## config.mk

```make
export PLATFORM = sky130hd
export DESIGN_NAME = rriot_bus_ctrl
export DESIGN_NICKNAME = d
export VERILOG_FILES = /design/src/rtl/rriot_bus_ctrl.sv
export SDC_FILE = /design/constraint.sdc
export NUM_CORES = 1
export LEC_CHECK = 0
export BUFFER_PORTS_ARGS = -buffer_cell sky130_fd_sc_hd__buf_2
export CAP_MARGIN = 5
export CORE_MARGIN = 5
export CORE_UTILIZATION = 43
export DETAILED_ROUTE_END_ITERATION = 10
export PLACE_DENSITY = 0.87
export REMOVE_ABC_BUFFERS = 1
export SLEW_MARGIN = 20
export SYNTH_ARGS = -nofsm -noshare
export SYNTH_HDL_FRONTEND = slang
export SYNTH_SLANG_ARGS = --single-unit
```

## constraint.sdc

```tcl
create_clock -name clk -period 1.95 [get_ports clk]
set_input_delay 0.39 -clock clk [delete_from_list [all_inputs] [get_ports clk]]
set_output_delay 0.39 -clock clk [all_outputs]
set_load 0.01 [all_outputs]
```

## src/rtl/rriot_bus_ctrl.sv

```systemverilog
// rriot_bus_ctrl -- bus sequencer between a phi2-timed CPU bus and the
// ROM / RAM / IO sub-units of an RRIOT-style device.
//
// Each CPU cycle opens on a phi2 rise. The address, direction and target are
// latched on that rise. The controller then steps through ADDR and FETCH
// into DATA for reads or WRITE for writes, and finishes on the phi2 fall.
// A phi2 fall seen during ADDR or FETCH ends the cycle early. In that case
// the cycle drives no data and strobes no write.
//
// Build option:
//   RRIOT_BUS_HOLD_EN -- when defined, dout keeps the last value driven
//                        during DATA while doe is low. When undefined, dout
//                        reads 8'h00 whenever doe is low.
module rriot_bus_ctrl (
  input  logic       clk,
  input  logic       rst_n,
  input  logic       phi2,
  input  logic       cs,
  input  logic       rs0_n,
  input  logic [9:0] a,
  input  logic       rw,
  input  logic [7:0] di,
  output logic       rom_en,
  output logic [9:0] rom_a,
  output logic       ram_en,
  output logic       ram_we,
  output logic [5:0] ram_a,
  output logic [7:0] ram_di,
  output logic       io_en,
  output logic       io_we,
  output logic [3:0] io_a,
  output logic [7:0] io_di,
  input  logic       rom_oe,
  input  logic       ram_oe,
  input  logic       io_oe,
  input  logic [7:0] rom_do,
  input  logic [7:0] ram_do,
  input  logic [7:0] io_do,
  output logic [7:0] dout,
  output logic       doe
);

  localparam logic [2:0] ST_IDLE  = 3'd0;
  localparam logic [2:0] ST_ADDR  = 3'd1;
  localparam logic [2:0] ST_FETCH = 3'd2;
  localparam logic [2:0] ST_DATA  = 3'd3;
  localparam logic [2:0] ST_WRITE = 3'd4;

  localparam logic [1:0] TGT_NONE = 2'd0;
  localparam logic [1:0] TGT_ROM  = 2'd1;
  localparam logic [1:0] TGT_RAM  = 2'd2;
  localparam logic [1:0] TGT_IO   = 2'd3;

  // Chooses the addressed sub-unit. ROM select wins over the combined chip
  // select, and a[6] splits the chip-select window into RAM and IO.
  function automatic logic [1:0] decode_target(input logic rs0_n_v,
                                               input logic cs_v,
                                               input logic a6_v);
    logic [1:0] t;
    if (!rs0_n_v) begin
      t = TGT_ROM;
    end else if (cs_v) begin
      t = a6_v ? TGT_IO : TGT_RAM;
    end else begin
      t = TGT_NONE;
    end
    return t;
  endfunction

  logic [2:0] state_q, state_d;
  logic       phi2_prev_q;
  logic       phi2_armed_q;
  logic       rw_q, rw_d;
  logic [1:0] tgt_q, tgt_d;
  logic       rom_en_q, rom_en_d;
  logic       ram_en_q, ram_en_d;
  logic       io_en_q, io_en_d;
  logic       ram_we_q, ram_we_d;
  logic       io_we_q, io_we_d;
  logic [9:0] rom_a_q, rom_a_d;
  logic [5:0] ram_a_q, ram_a_d;
  logic [3:0] io_a_q, io_a_d;
  logic [7:0] ram_di_q, ram_di_d;
  logic [7:0] io_di_q, io_di_d;
  logic [7:0] dout_q, dout_d;
  logic       doe_q, doe_d;

  logic       rise_s;
  logic       fall_s;
  logic [1:0] dec_s;
  logic       rd_hit_s;
  logic [7:0] rd_data_s;
  logic [7:0] dout_idle_s;

  // A rise counts only after phi2 has been seen low since reset. This stops
  // a phi2 that is still high at reset release from starting a cycle.
  assign rise_s = phi2 & ~phi2_prev_q & phi2_armed_q;
  assign fall_s = ~phi2 & phi2_prev_q;
  assign dec_s  = decode_target(rs0_n, cs, a[6]);

`ifdef RRIOT_BUS_HOLD_EN
  assign dout_idle_s = dout_q;
`else
  assign dout_idle_s = 8'h00;
`endif

  // Read-return mux: ROM has priority over RAM, and RAM over IO.
  always_comb begin
    rd_hit_s  = 1'b0;
    rd_data_s = 8'h00;
    if (rom_oe) begin
      rd_hit_s  = 1'b1;
      rd_data_s = rom_do;
    end else if (ram_oe) begin
      rd_hit_s  = 1'b1;
      rd_data_s = ram_do;
    end else if (io_oe) begin
      rd_hit_s  = 1'b1;
      rd_data_s = io_do;
    end else begin
      rd_hit_s  = 1'b0;
      rd_data_s = 8'h00;
    end
  end

  // Next-state and next-output logic for the bus cycle sequencer.
  always_comb begin
    state_d  = state_q;
    rw_d     = rw_q;
    tgt_d    = tgt_q;
    rom_en_d = rom_en_q;
    ram_en_d = ram_en_q;
    io_en_d  = io_en_q;
    ram_we_d = 1'b0;
    io_we_d  = 1'b0;
    rom_a_d  = rom_a_q;
    ram_a_d  = ram_a_q;
    io_a_d   = io_a_q;
    ram_di_d = ram_di_q;
    io_di_d  = io_di_q;
    doe_d    = 1'b0;
    dout_d   = dout_idle_s;

    case (state_q)
      ST_IDLE: begin
        if (rise_s) begin
          state_d  = ST_ADDR;
          rw_d     = rw;
          tgt_d    = dec_s;
          rom_en_d = (dec_s == TGT_ROM);
          ram_en_d = (dec_s == TGT_RAM);
          io_en_d  = (dec_s == TGT_IO);
          if (dec_s == TGT_ROM) begin
            rom_a_d = a;
          end else if (dec_s == TGT_RAM) begin
            ram_a_d = a[5:0];
          end else if (dec_s == TGT_IO) begin
            io_a_d = a[3:0];
          end else begin
            rom_a_d = rom_a_q;
          end
        end else begin
          // Clears the enable that was kept up through the write-strobe cycle.
          rom_en_d = 1'b0;
          ram_en_d = 1'b0;
          io_en_d  = 1'b0;
        end
      end
      ST_ADDR: begin
        if (fall_s) begin
          state_d  = ST_IDLE;
          rom_en_d = 1'b0;
          ram_en_d = 1'b0;
          io_en_d  = 1'b0;
        end else begin
          state_d = ST_FETCH;
        end
      end
      ST_FETCH: begin
        if (fall_s) begin
          state_d  = ST_IDLE;
          rom_en_d = 1'b0;
          ram_en_d = 1'b0;
          io_en_d  = 1'b0;
        end else if (rw_q) begin
          state_d = ST_DATA;
        end else begin
          state_d = ST_WRITE;
        end
      end
      ST_DATA: begin
        if (fall_s) begin
          state_d  = ST_IDLE;
          rom_en_d = 1'b0;
          ram_en_d = 1'b0;
          io_en_d  = 1'b0;
        end else if ((tgt_q != TGT_NONE) && rd_hit_s) begin
          doe_d  = 1'b1;
          dout_d = rd_data_s;
        end else begin
          doe_d  = 1'b0;
          dout_d = dout_idle_s;
        end
      end
      ST_WRITE: begin
        if (fall_s) begin
          // The enable stays up for the strobe cycle and drops in IDLE.
          state_d = ST_IDLE;
          if (tgt_q == TGT_RAM) begin
            ram_we_d = 1'b1;
            ram_di_d = di;
          end else if (tgt_q == TGT_IO) begin
            io_we_d = 1'b1;
            io_di_d = di;
          end else begin
            ram_we_d = 1'b0;
          end
        end else begin
          state_d = ST_WRITE;
        end
      end
      default: begin
        state_d  = ST_IDLE;
        rom_en_d = 1'b0;
        ram_en_d = 1'b0;
        io_en_d  = 1'b0;
      end
    endcase
  end

  // State and output registers, cleared at once by the asynchronous reset.
  always_ff @(posedge clk or negedge rst_n) begin
    if (!rst_n) begin
      state_q      <= ST_IDLE;
      phi2_prev_q  <= 1'b0;
      phi2_armed_q <= 1'b0;
      rw_q         <= 1'b0;
      tgt_q        <= TGT_NONE;
      rom_en_q     <= 1'b0;
      ram_en_q     <= 1'b0;
      io_en_q      <= 1'b0;
      ram_we_q     <= 1'b0;
      io_we_q      <= 1'b0;
      rom_a_q      <= 10'h000;
      ram_a_q      <= 6'h00;
      io_a_q       <= 4'h0;
      ram_di_q     <= 8'h00;
      io_di_q      <= 8'h00;
      dout_q       <= 8'h00;
      doe_q        <= 1'b0;
    end else begin
      state_q      <= state_d;
      phi2_prev_q  <= phi2;
      phi2_armed_q <= phi2_armed_q | ~phi2;
      rw_q         <= rw_d;
      tgt_q        <= tgt_d;
      rom_en_q     <= rom_en_d;
      ram_en_q     <= ram_en_d;
      io_en_q      <= io_en_d;
      ram_we_q     <= ram_we_d;
      io_we_q      <= io_we_d;
      rom_a_q      <= rom_a_d;
      ram_a_q      <= ram_a_d;
      io_a_q       <= io_a_d;
      ram_di_q     <= ram_di_d;
      io_di_q      <= io_di_d;
      dout_q       <= dout_d;
      doe_q        <= doe_d;
    end
  end

  assign rom_en = rom_en_q;
  assign rom_a  = rom_a_q;
  assign ram_en = ram_en_q;
  assign ram_we = ram_we_q;
  assign ram_a  = ram_a_q;
  assign ram_di = ram_di_q;
  assign io_en  = io_en_q;
  assign io_we  = io_we_q;
  assign io_a   = io_a_q;
  assign io_di  = io_di_q;
  assign dout   = dout_q;
  assign doe    = doe_q;

endmodule
```

# After elaboration in Yosys (flattened, before gate mapping)
# Index checks and enable logic that the tools add are counted.
[word_totals]
reg_bits = 58
inputBits = 51
elab_cells = 87
[classes]
mux = 36
bitwise_logic = 10
eq_ne = 12
n_reduce_logical = 12
[op_table]
columns = ["operator", "n"]
rows = [
  ["two-way mux 8 bit", 6],
  ["two-way mux 1 bit", 18],
  ["two-way mux 3 bit", 5],
  ["case mux 3 bit (5 select lines)", 1],
  ["case mux 1 bit (3 select lines)", 3],
  ["equality test 2 bit (second input constant)", 4],
  ["AND reduction 4 bit", 2],
  ["equality test 3 x 2 -> 1 bit (second input constant)", 2],
  ["two-way mux 2 bit", 3],
  ["inverter 1 bit", 6],
  ["AND reduction 2 bit", 3],
  ["AND reduction 3 bit", 2],
  ["AND reduction 5 bit", 1],
  ["inequality test 2 bit (second input constant)", 2],
  ["bitwise AND 1 bit", 3],
  ["equality test 3 x 1 -> 1 bit (second input constant)", 1],
  ["equality test 3 bit (second input constant)", 1],
  ["logical NOT 3 bit", 1],
  ["OR reduction 3 bit", 1],
  ["equality test 2 x 1 -> 1 bit (second input constant)", 1],
  ["inequality test 2 x 1 -> 1 bit (second input constant)", 1],
  ["nonzero test 2 bit", 1],
  ["logical AND 1 bit", 1],
  ["bitwise OR 1 bit", 1],
]

# Depth between registers and ports, before layout
[depth]
ltp_word = 7
mapped_depth = 7

# Least setup slack after synthesis
# Ideal clock, no wire load.
[synth_path]
kind = "register to register"
from = "reg state_q[1]"
to = "reg ram_di_q[0], in the netlist ram_di[0]"
required_time_ns = 1.825
path_stages_with_launch = 5
path_buffers = 1
arrival_ns = 1.672
slack_ns = 0.154
period_less_slack_ns = 1.796
path_cell_list = "dfrtp_1 -> buf_6 -> or3b_4 -> nor4b_4 -> mux2_2"
[synth_via]
elab_chain_cells = 2
[synth_lines]
columns = ["element", "line", "text"]
rows = [
  ["start: declaration", "70", "logic [2:0] state_q, state_d;"],
  ["start signal: assignment", "252", "state_q <= state_d;"],
  ["equality test 3 bit", "144", "case (state_q)"],
  ["AND reduction 3 bit (no source line)", "-", ""],
  ["end signal: assignment", "265", "ram_di_q <= ram_di_d;"],
  ["end: declaration", "83", "logic [7:0] ram_di_q, ram_di_d;"],
]
# Every way passes these cells.
# A chain may end at the register's enable or synchronous reset.

# Worst setup path after layout
[layout_path]
from = "reg state_q[0]"
to = "reg io_di_q[4], in the netlist io_di[4]"
[layout_via]
elab_chain_cells = 2
[layout_lines]
columns = ["element", "line", "text"]
rows = [
  ["equality test 3 bit", "144", ""],
  ["AND reduction 4 bit (no source line)", "-", ""],
  ["end signal: assignment", "266", "io_di_q <= io_di_d;"],
  ["end: declaration", "84", "logic [7:0] io_di_q, io_di_d;"],
]
# Every way passes these cells.

==> run metrics <==
Hold EP phi2_prev_q; crit start category register; Rows 27; dpl ws 0.0293 ns; WHS about 0.21 ns; antenna cells 0; Max IR drop VDD between 0.6 and 0.7 mV; non-filler instance count after layout around 370; Die Width approximately 85 um; First-pass DRT Iterations 4; Synth Register Bits slightly below 60; status completed; Final HPWL DP around 4.4 mm; R2R depth 3; Synth Flop Type dfrtp_1; antenna viol nets, final 0; die footprint 0.00722 mm2; Synth async-reset ratio 100%; dpl cells 350; initial antenna violation count 0; CTS Buffer Depth 2; H-tree levels 3; grt total ovfl 0; CTS sink cnt a little under 60; area delta synth->final 35.3%; commonest non-fill, non-tap cells in the layout 100 x buf_2, 58 x dfrtp_1, 39 x mux2_2, 12 x clkbuf_8; post-synth top area cell dfrtp_1; Setup-failing EPs final 0; min cycle time layout around 1.8 ns; Max Freq between 500 and 600 MHz; post-synthesis sequential area ratio 60.1%; RSZ-0062 raised after global routing false; setup skew after layout just over 0.006 ns; Final Max Slew Viols 0; io pins approximately 100; syn avg cell area 13.9 um2; port buffer count 100; FF-to-FF End io_di[4]; r2r startpoint state_q[0]; clk root buf clkbuf_8; Hold Path Stages 1; leak pwr about 1.8 nW; clk slew on worst S/H paths 0.06 ns; largest net degree at the start of global routing 21; vias in the first global route 2011; critical path capture point type register; most common cell after layout, fill and taps aside buf_2; core area about 0.0055 mm2; synth warn 0; Cells after Synth 174; Final Net Count 344; first-pass GRT wire length around 9.7 mm; Cell Area, Synth ~0.0024 mm2; power per cell area roughly 1300 mW/mm2; Initial Util approximately 44%; WS Path Type register to register; ratio of cells with drive above 1 in the final layout 57.5%; worst reg2reg setup slack about 0.18 ns; clk_lat worst skew 0.33 ns; Post-synth EDFFs 0; Max-Cap Viols 0; final WL between 5 and 6 mm; post-route setup TNS 0 ns; WL/cell 15.7 um; Period Utilization, post-route between 90% and 100%; top-area cell type share of the netlist area between 60% and 70%; Num CTS Buffers 9; final worst-path setup slack around 0.18 ns; Design Area, Final approximately 0.0033 mm2; Worst EP arrival 1.98 ns; Final Hold Vio Count 0; final core occ between 50% and 60%; Via-to-Cell Ratio between 5 and 6; Worst-Margin Slew about 0.65 ns; normalized max-slew margin approximately 56%; Distinct cells, synth 31; DRC Markers 0; Die Height about 85 um; gr usage total between 10% and 20%; DR vias between 1500 and 2000; Hold Crit Class primary input to register; CTS tree done; Critical Path Fanout Max 9; GP Congestion about 0.8; DP Area between 0.003 and 0.004 mm2; Required @ worst endpoint between 2 and 2.5 ns; top cells by area, synth dfrtp_1 60%, mux2_2 18%, a2111oi_0 2.9%; Min-Delay Startpoint phi2; total power 4.16 mW; DR iter-0 viols 59
## cells in the mapped netlist (2+ instances only)
| master | instances |
|---|---|
| nand2b_1 | 2 |
| nand3_1 | 9 |
| nand2_1 | 4 |
| nand4b_1 | 4 |
| dfrtp_1 | 58 |
| mux2_2 | 39 |
| nor3_1 | 2 |
| clkbuf_1 | 4 |
| a221oi_1 | 8 |
| inv_1 | 11 |
| ha_1 | 3 |
| nor2_1 | 4 |
| a2111oi_0 | 8 |
## metal layers
metal / vias to the layer above / part of all wire, % / wire, um / global-route usage [%]
met5: - / 0 / 0 / 0
met1: 899 / 39 / 2240 / 19.5
met4: 0 / 2.2 / 125 / 8.35
li1: 874 / - / - / -
met2: 70 / 51 / 2940 / 28.6
met3: 12 / 7.5 / 432 / 5.92
## critical path, cell delays in order (launching register included)
cell and delay [ns]:
dfrtp_1 0.39, or3b_4 0.44, nor3_4 0.42, mux2_2 0.39
## registers in the layout, summed over array words and instances (netlist names), 2 cells and up
name / flops
io_a: 4
ram_a: 6
dout: 8
state_q: 3
tgt_q: 2
rom_a: 10
ram_di: 8
io_di: 8
## final cells by class
cell class | count | area [um2]
clock inverters | 2 | 35.0
multi-input cells | 98 | 890
inverters | 11 | 41.3
well taps | 72 | 90.1
flip-flops and latches | 58 | 1450
clock buffers | 13 | 169
fillers | 468 | 2200
repair buffers | 112 | 593
## kinds of logic (layout without fill, tap and decap cells)
logic type	Yosys count	count (layout)	share of synthesized area [%]
AO/OA/AOI/OAI	19	19	6.53
flip-flops	58	58	60.1
multiplexers	40	40	18.6
AND/OR/NAND/NOR	36	36	10.1
adder cells (fa/ha/maj)	3	3	1.55
buffers and inverters	18	138	3.16
## power breakdown
group          total, mW  internal (mW)  switching (mW)
logic               1.26          0.641           0.618
clock network       1.12          0.686           0.436
registers           1.78           1.57           0.213
total               4.16           2.90            1.27
## worst max path at each step
stage / from / to / slack (ns) / cells after the start
3_5_place_dp: phi2 / dout[0] / 0.03 / 4
6_report: state_q[0] / io_di[4] / 0.18 / 3
5_1_grt: phi2_prev_q / dout[7] / 0.01 / 3
4_1_cts: state_q[0] / io_di[4] / 0.16 / 3
2_1_floorplan: state_q[2] / ram_di[0] / 0.15 / 3
3_3_place_gp: phi2 / io_di[1] / 0.11 / 4
## repair_timing
| action | in CTS | in global routing |
|---|---|---|
| hold endpoints to repair | 4 | 0 |
| gates resized for setup | 0 | 1 |
| setup buffers | 0 | 0 |
| setup endpoints to repair | 0 | 1 |
| hold buffers | 1 | 0 |
Note: power is estimated with default switching activity, not from simulation.
